===== config.mk =====
export PLATFORM = sky130hd
export DESIGN_NAME = mac_dotprod_seq_flat
export DESIGN_NICKNAME = d
export VERILOG_FILES = /design/src/rtl/mac_seq_pkg.sv /design/src/rtl/mac_dotprod_seq_if.sv /design/src/rtl/mac_dotprod_seq.sv /design/src/flat_wrapper.sv
export SDC_FILE = /design/constraint.sdc
export NUM_CORES = 1
export LEC_CHECK = 0
export BUFFER_PORTS_ARGS = -buffer_cell sky130_fd_sc_hd__buf_4
export CAP_MARGIN = 20
export CORE_MARGIN = 2
export CORE_UTILIZATION = 38
export DETAILED_ROUTE_END_ITERATION = 10
export GPL_ROUTABILITY_DRIVEN = 0
export SYNTH_ARGS = -nofsm -noshare
export SYNTH_HDL_FRONTEND = slang
export SYNTH_SLANG_ARGS = --single-unit

===== constraint.sdc =====
create_clock -name MAC_ACC_CLK -period 2.5 [get_ports MAC_ACC_CLK]
set_input_delay 0.5 -clock MAC_ACC_CLK [delete_from_list [all_inputs] [get_ports MAC_ACC_CLK]]
set_output_delay 0.5 -clock MAC_ACC_CLK [all_outputs]
set_load 0.01 [all_outputs]

===== src/rtl/mac_seq_pkg.sv =====
// Shared state type and MAC-pin constants for the dot-product sequencer.
package mac_seq_pkg;

  localparam int MAC_DATA_W  = 16;
  localparam int OUT_SEL_MAX = 24;

  typedef enum logic [1:0] {
    IDLE,
    RUN,
    DRAIN,
    HOLD
  } state_t;

  // Offsets beyond the MAC's selectable range are pinned to the top slice.
  function automatic logic [5:0] clamp_out_sel(input logic [5:0] sel);
    return (sel > 6'(OUT_SEL_MAX)) ? 6'(OUT_SEL_MAX) : sel;
  endfunction

endpackage


===== src/rtl/mac_dotprod_seq_if.sv =====
// Operand stream and result handshake between a frame source and the sequencer.
interface mac_dotprod_seq_if;
  import mac_seq_pkg::*;

  logic                  s_valid;
  logic                  s_ready;
  logic [MAC_DATA_W-1:0] s_oper;
  logic [MAC_DATA_W-1:0] s_coef;
  logic                  r_valid;
  logic                  r_ready;
  logic [MAC_DATA_W-1:0] r_data;

  modport master (
    output s_valid, s_oper, s_coef, r_ready,
    input  s_ready, r_valid, r_data
  );

  modport slave (
    input  s_valid, s_oper, s_coef, r_ready,
    output s_ready, r_valid, r_data
  );

endinterface


===== src/rtl/mac_dotprod_seq.sv =====
// Frame sequencer for the eFPGA 16-bit math-block MAC: streams operand/coef
// pairs onto the MAC pins and captures the final MAC_OUT as a held result.
module mac_dotprod_seq
  import mac_seq_pkg::*;
#(
  parameter int LEN_W = 10
) (
  input  logic                  MAC_ACC_CLK,
  input  logic                  acc_ff_rstn,
  input  logic                  start,
  input  logic                  abort,
  input  logic [LEN_W-1:0]      cfg_len,
  input  logic [5:0]            cfg_out_sel,
  input  logic                  cfg_rnd,
  input  logic                  cfg_sat,
  input  logic                  cfg_tc,
  mac_dotprod_seq_if.slave      bus,
  output logic [MAC_DATA_W-1:0] mac_oper,
  output logic [MAC_DATA_W-1:0] mac_coef,
  output logic                  mac_clk_en,
  output logic                  mac_acc_clear,
  output logic                  mac_acc_rnd,
  output logic [5:0]            mac_out_sel,
  output logic                  mac_acc_sat,
  output logic                  mac_tc,
  input  logic [MAC_DATA_W-1:0] mac_out,
  output logic                  busy
);

  localparam int DATA_W = MAC_DATA_W;

  state_t              state;
  logic [LEN_W-1:0]    rem;
  logic                first;
  logic                drain_last;
  logic                rnd_q;
  logic                s_ready_q;
  logic                r_valid_q;
  logic [DATA_W-1:0]   r_data_q;
  logic                fire;

  assign fire        = bus.s_valid & s_ready_q & ~abort;
  assign bus.s_ready = s_ready_q;
  assign bus.r_valid = r_valid_q;
  assign bus.r_data  = r_data_q;

  always_ff @(posedge MAC_ACC_CLK or negedge acc_ff_rstn) begin
    if (!acc_ff_rstn) begin
      state       <= IDLE;
      rem         <= '0;
      first       <= 1'b0;
      drain_last  <= 1'b0;
      rnd_q       <= 1'b0;
      s_ready_q   <= 1'b0;
      r_valid_q   <= 1'b0;
      r_data_q    <= '0;
      busy        <= 1'b0;
      mac_out_sel <= '0;
      mac_acc_sat <= 1'b0;
      mac_tc      <= 1'b0;
    end else if (abort) begin
      state       <= IDLE;
      rem         <= '0;
      first       <= 1'b0;
      drain_last  <= 1'b0;
      rnd_q       <= 1'b0;
      s_ready_q   <= 1'b0;
      r_valid_q   <= 1'b0;
      busy        <= 1'b0;
      mac_out_sel <= '0;
      mac_acc_sat <= 1'b0;
      mac_tc      <= 1'b0;
    end else begin
      case (state)
        IDLE: begin
          if (start && cfg_len != '0) begin
            state       <= RUN;
            rem         <= cfg_len;
            first       <= 1'b1;
            rnd_q       <= cfg_rnd;
            s_ready_q   <= 1'b1;
            busy        <= 1'b1;
            mac_out_sel <= clamp_out_sel(cfg_out_sel);
            mac_acc_sat <= cfg_sat;
            mac_tc      <= cfg_tc;
          end
        end
        RUN: begin
          if (fire) begin
            first <= 1'b0;
            rem   <= rem - LEN_W'(1);
            if (rem == LEN_W'(1)) begin
              state      <= DRAIN;
              s_ready_q  <= 1'b0;
              drain_last <= 1'b0;
            end
          end
        end
        // First DRAIN cycle presents the last beat; MAC_OUT is final in the second.
        DRAIN: begin
          if (drain_last) begin
            r_data_q   <= mac_out;
            r_valid_q  <= 1'b1;
            drain_last <= 1'b0;
            state      <= HOLD;
          end else begin
            drain_last <= 1'b1;
          end
        end
        HOLD: begin
          if (bus.r_ready) begin
            r_valid_q   <= 1'b0;
            busy        <= 1'b0;
            rnd_q       <= 1'b0;
            mac_out_sel <= '0;
            mac_acc_sat <= 1'b0;
            mac_tc      <= 1'b0;
            state       <= IDLE;
          end
        end
        default: state <= IDLE;
      endcase
    end
  end

  // The first beat of a frame either clears or preloads the rounding constant.
  always_ff @(posedge MAC_ACC_CLK or negedge acc_ff_rstn) begin
    if (!acc_ff_rstn) begin
      mac_oper      <= '0;
      mac_coef      <= '0;
      mac_clk_en    <= 1'b0;
      mac_acc_clear <= 1'b0;
      mac_acc_rnd   <= 1'b0;
    end else begin
      mac_clk_en    <= fire;
      mac_acc_clear <= fire & first & ~rnd_q;
      mac_acc_rnd   <= fire & first & rnd_q;
      if (fire) begin
        mac_oper <= bus.s_oper;
        mac_coef <= bus.s_coef;
      end
    end
  end

endmodule


===== src/flat_wrapper.sv =====
// flat-port wrapper written by rule: the top's interface ports become plain ports
module mac_dotprod_seq_flat import mac_seq_pkg::*;
#(
  parameter int LEN_W = 10
)
  (MAC_ACC_CLK, acc_ff_rstn, start, abort, cfg_len, cfg_out_sel, cfg_rnd, cfg_sat, cfg_tc, mac_oper, mac_coef, mac_clk_en, mac_acc_clear, mac_acc_rnd, mac_out_sel, mac_acc_sat, mac_tc, mac_out, busy, bus_s_valid, bus_s_oper, bus_s_coef, bus_r_ready, bus_s_ready, bus_r_valid, bus_r_data);
  mac_dotprod_seq_if bus_i ();
  input  logic MAC_ACC_CLK;
  input  logic acc_ff_rstn;
  input  logic start;
  input  logic abort;
  input  logic [LEN_W-1:0] cfg_len;
  input  logic [5:0] cfg_out_sel;
  input  logic cfg_rnd;
  input  logic cfg_sat;
  input  logic cfg_tc;
  output logic [MAC_DATA_W-1:0] mac_oper;
  output logic [MAC_DATA_W-1:0] mac_coef;
  output logic mac_clk_en;
  output logic mac_acc_clear;
  output logic mac_acc_rnd;
  output logic [5:0] mac_out_sel;
  output logic mac_acc_sat;
  output logic mac_tc;
  input  logic [MAC_DATA_W-1:0] mac_out;
  output logic busy;
  input wire logic [$bits(bus_i.s_valid)-1:0] bus_s_valid;
  input wire logic [$bits(bus_i.s_oper)-1:0] bus_s_oper;
  input wire logic [$bits(bus_i.s_coef)-1:0] bus_s_coef;
  input wire logic [$bits(bus_i.r_ready)-1:0] bus_r_ready;
  output wire logic [$bits(bus_i.s_ready)-1:0] bus_s_ready;
  output wire logic [$bits(bus_i.r_valid)-1:0] bus_r_valid;
  output wire logic [$bits(bus_i.r_data)-1:0] bus_r_data;
  assign bus_i.s_valid = bus_s_valid;
  assign bus_i.s_oper = bus_s_oper;
  assign bus_i.s_coef = bus_s_coef;
  assign bus_i.r_ready = bus_r_ready;
  assign bus_s_ready = bus_i.s_ready;
  assign bus_r_valid = bus_i.r_valid;
  assign bus_r_data = bus_i.r_data;
  mac_dotprod_seq #(.LEN_W(LEN_W)) u_core (.MAC_ACC_CLK(MAC_ACC_CLK), .acc_ff_rstn(acc_ff_rstn), .start(start), .abort(abort), .cfg_len(cfg_len), .cfg_out_sel(cfg_out_sel), .cfg_rnd(cfg_rnd), .cfg_sat(cfg_sat), .cfg_tc(cfg_tc), .bus(bus_i), .mac_oper(mac_oper), .mac_coef(mac_coef), .mac_clk_en(mac_clk_en), .mac_acc_clear(mac_acc_clear), .mac_acc_rnd(mac_acc_rnd), .mac_out_sel(mac_out_sel), .mac_acc_sat(mac_acc_sat), .mac_tc(mac_tc), .mac_out(mac_out), .busy(busy));
endmodule

==> results by group <==
Synthesis
  – Number of storage elements in the synthesis netlist: 77
  – Average cell area after synthesis: 9.921 um^2
  – Async set-or-reset flop fraction in the synthesized netlist: 1.000
  – Post-synthesis instance area: 3502 um^2
  – Fraction of post-synthesis cell area in the top cell type by area: 0.5502
  – Number of flops mapped to enable cells by yosys: 0
  – Most used DFF post-synth: dfrtp_1
  – Yosys warning count: 0
  – Number of distinct standard cells referenced by the synthesized netlist: 48
  – Post-synthesis sequential area ratio: 0.5502
  – Main area contributors after synthesis: dfrtp_1 (55%), nand2_1 (11%), mux2_2 (5.5%)
  – Instance count of the mapped netlist: ~350
  – Number of nets produced by synthesis: roughly 430
  – Library cell with the largest summed area after synthesis: dfrtp_1

Critical path
  – Worst reg2reg startpoint: u_core.state[0]
  – Worst Path Max Fanout: 8
  – Critical setup path kind: flop to flop
  – Combined buffer and inverter count along the critical path: 3
  – Delay contributed by the slowest stage of the critical path: 530 ps
  – Cell family with most CP delay: compound AO/OA/AOI/OAI gates
  – Worst setup startpoint: u_core.state[0]
  – Data required time at the worst endpoint: 2790 ps
  – Cell repeated most along the worst path: buf_4
  – CP endpoint kind: flop
  – Slowest cell on the critical path: a2111oi_0
  – Minimum setup slack among reg-to-reg paths: about 270 ps
  – Type of origin of the critical path: flop
  – Worst Path Arrival: 2510 ps
  – Critical-path cell list: inv_1 > ha_1 > buf_4 > nor2b_1 > a21oi_1 > buf_4 > a2111oi_0 > a211o_1

CTS
  – Post-cts sizing count: 0
  – Num CTS Buffers: 9
  – Bufs on Longest Clock Path: 2
  – Clock sink count: 77
  – H-tree levels: 3
  – CTS clock-pin slew for the worst setup and hold paths: 80 ps
  – CTS tree: yes
  – Setup Fix Bufs, Post-CTS: 0
  – Clock latency on the worst-skew pair: 350 ps
  – Hold Buf Count CTS: 0
  – Root Driver: clkbuf_8

STA
  – Slew Limit Headroom: 0.6077
  – Skew final: 13.43 ps
  – Max-slew violation count: 0
  – Share of the cycle needed by the critical path after routing: 0.8917
  – Post-Route Setup TNS: 0 ps
  – Least-Margin Pin Slew: 583.1 ps
  – Max frequency: ~0.45 GHz
  – Time the worst path needs with I/O delays and setup: approximately 2200 ps
  – Final worst setup slack: 270.8 ps
  – Number of endpoints failing setup at the final stage: 0
  – Final hold violations: 0
  – Unrepaired setup endpoints after global routing: no

Floorplanning
  – Total Die Area: roughly 10000 um^2
  – Number of cell rows: 35
  – I/O Pins: 135
  – Core Area: 9109 um^2
  – Width of the die: 100 um
  – Initial standard-cell utilization of the core: 0.3845
  – Height of the die: 100 um

Finish
  – Most common library cell in the layout ignoring fill and taps: buf_4
  – Final Instance Area: 4945 um^2
  – # diodes: 0
  – Share of final-layout standard cells stronger than drive strength 1: 0.3705
  – Filler-free cell count of the finished design: between 600 and 700
  – Most frequent cells in the layout: buf_4 (147), nand2_1 (104), dfrtp_1 (77), nor2_1 (21), mux2_2 (17)
  – Growth of design area from synthesis to finish: 41.19%
  – Core Util, Final: 0.5429
  – Net count, final: between 500 and 600

Pwr
  – Total power density per cell area: 1149 nW/um^2
  – Largest vdd supply drop: 0.5323 mV
  – Pleak: 2.597 nW

Global routing
  – Global-route congestion overflow total: 0
  – Largest net degree at the start of global routing: 42
  – Global router's overall resource usage: 0.1907
  – Global-route wire length before repair: 15370 um
  – Number of global-route vias before repair: between 3k and 4k
  – Antenna violations before repair: 0

Worst hold path
  – Hold/Removal Path Class: input port to async pin

Job
  – Max Cap Violations: 0

Detailed routing
  – Wire length per cell after detailed routing: about 15 um
  – DRC Markers: 0
  – Number of DRC markers in iteration 0: 149
  – Iteration count of the initial detailed-routing pass: 4
  – Vias per cell: 5.119
  – Via count: 3138
  – ANT nets after route: 0
  – Routed WL: 9303 um

Placed design
  – Placed standard-cell area: 4706 um^2
  – Worst slack at placement: 245.9 ps
  – Half-perimeter wire length of the detailed placement result: 6713 um
  – Number of buffer cells added on primary ports: 134
  – Cell count after placement: approximately 600

Outcome
  – Status: finished clean
power breakdown:
part	switching, mW	internal [mW]	leakage (nW)
registers	0.314	1.72	1.01
logic	1.31	1.19	1.47
clock network	0.482	0.664	0.116
layout make-up:
class	instances	area, um^2
sequential	77	1927
clock inverter	6	111.4
timing repair buffer	148	1124
inverter	10	37.54
tap	111	138.9
multi-input combinational	251	1479
clock buffer	10	127.6
fill	846	4164
registers in the layout, indices dropped and copies added (netlist names):
name / flops
u_core.mac_oper: 16
u_core.mac_acc_clear: 1
u_core.bus.r_data: 16
u_core.bus.s_ready: 1
u_core.rem: 10
u_core.state: 2
u_core.mac_out_sel: 6
u_core.drain_last: 1
u_core.mac_acc_sat: 1
u_core.mac_clk_en: 1
u_core.first: 1
u_core.mac_coef: 16
u_core.mac_tc: 1
u_core.rnd_q: 1
u_core.mac_acc_rnd: 1
u_core.bus.r_valid: 1
u_core.busy: 1
stage by stage:
stage / power (mW) / hold slack (ps)
after CTS: 5.718 / 151.0
after floorplan: 3.332 / 204.4
final: 5.683 / 132.2
after global routing: 6.109 / 169.1
after global placement: 4.505 / 446.2
after detailed placement: 4.557 / 444.9
cell families after synthesis:
group	Yosys count	share of synthesized area
simple gates	161	0.2019
mux	17	0.05466
buf+inv	25	0.02751
compound gates	66	0.1418
fa+ha+maj	6	0.02144
flops	77	0.5502
xor+xnor	1	0.002501
worst paths after layout:
check / endpoint / cells after the start
min: u_core.mac_oper[4] / 1
min reg2reg: u_core.mac_acc_clear / 1
min in group MAC_ACC_CLK: u_core.mac_oper[14] / 3
max in group asynchronous: u_core.bus.r_data[14] / 2
max reg2reg: u_core.rem[5] / 8
max: u_core.rem[5] / 8
cells in the mapped netlist, types with 2 or more instances:
master,number
a22o_1,7
a31oi_1,4
dfrtp_1,77
o31ai_1,7
clkbuf_1,13
a211oi_1,3
a41o_1,2
and2_1,2
ha_1,6
o211ai_1,3
nand2_1,104
nor3b_1,2
o2bb2ai_1,2
a211o_1,2
nor2_1,21
and3_1,2
a2111oi_0,2
a21o_1,3
and4_1,2
nand3_1,2
buf_2,2
or2_2,2
or4_1,2
nor3_1,6
nand4_1,2
inv_1,9
nor2b_1,4
nor4_1,4
a41oi_1,3
o21ai_0,6
o311ai_0,5
mux2_2,17
a21oi_1,10
per-layer routing:
metal	track usage	routed length [um]	up-vias
li1	-	-	1529
met4	0.06112	104	0
met2	0.2963	4266	120
met1	0.2699	4296	1478
met5	0	0	-
met3	0.03760	636	11
Power figures use the tool's default switching activity.
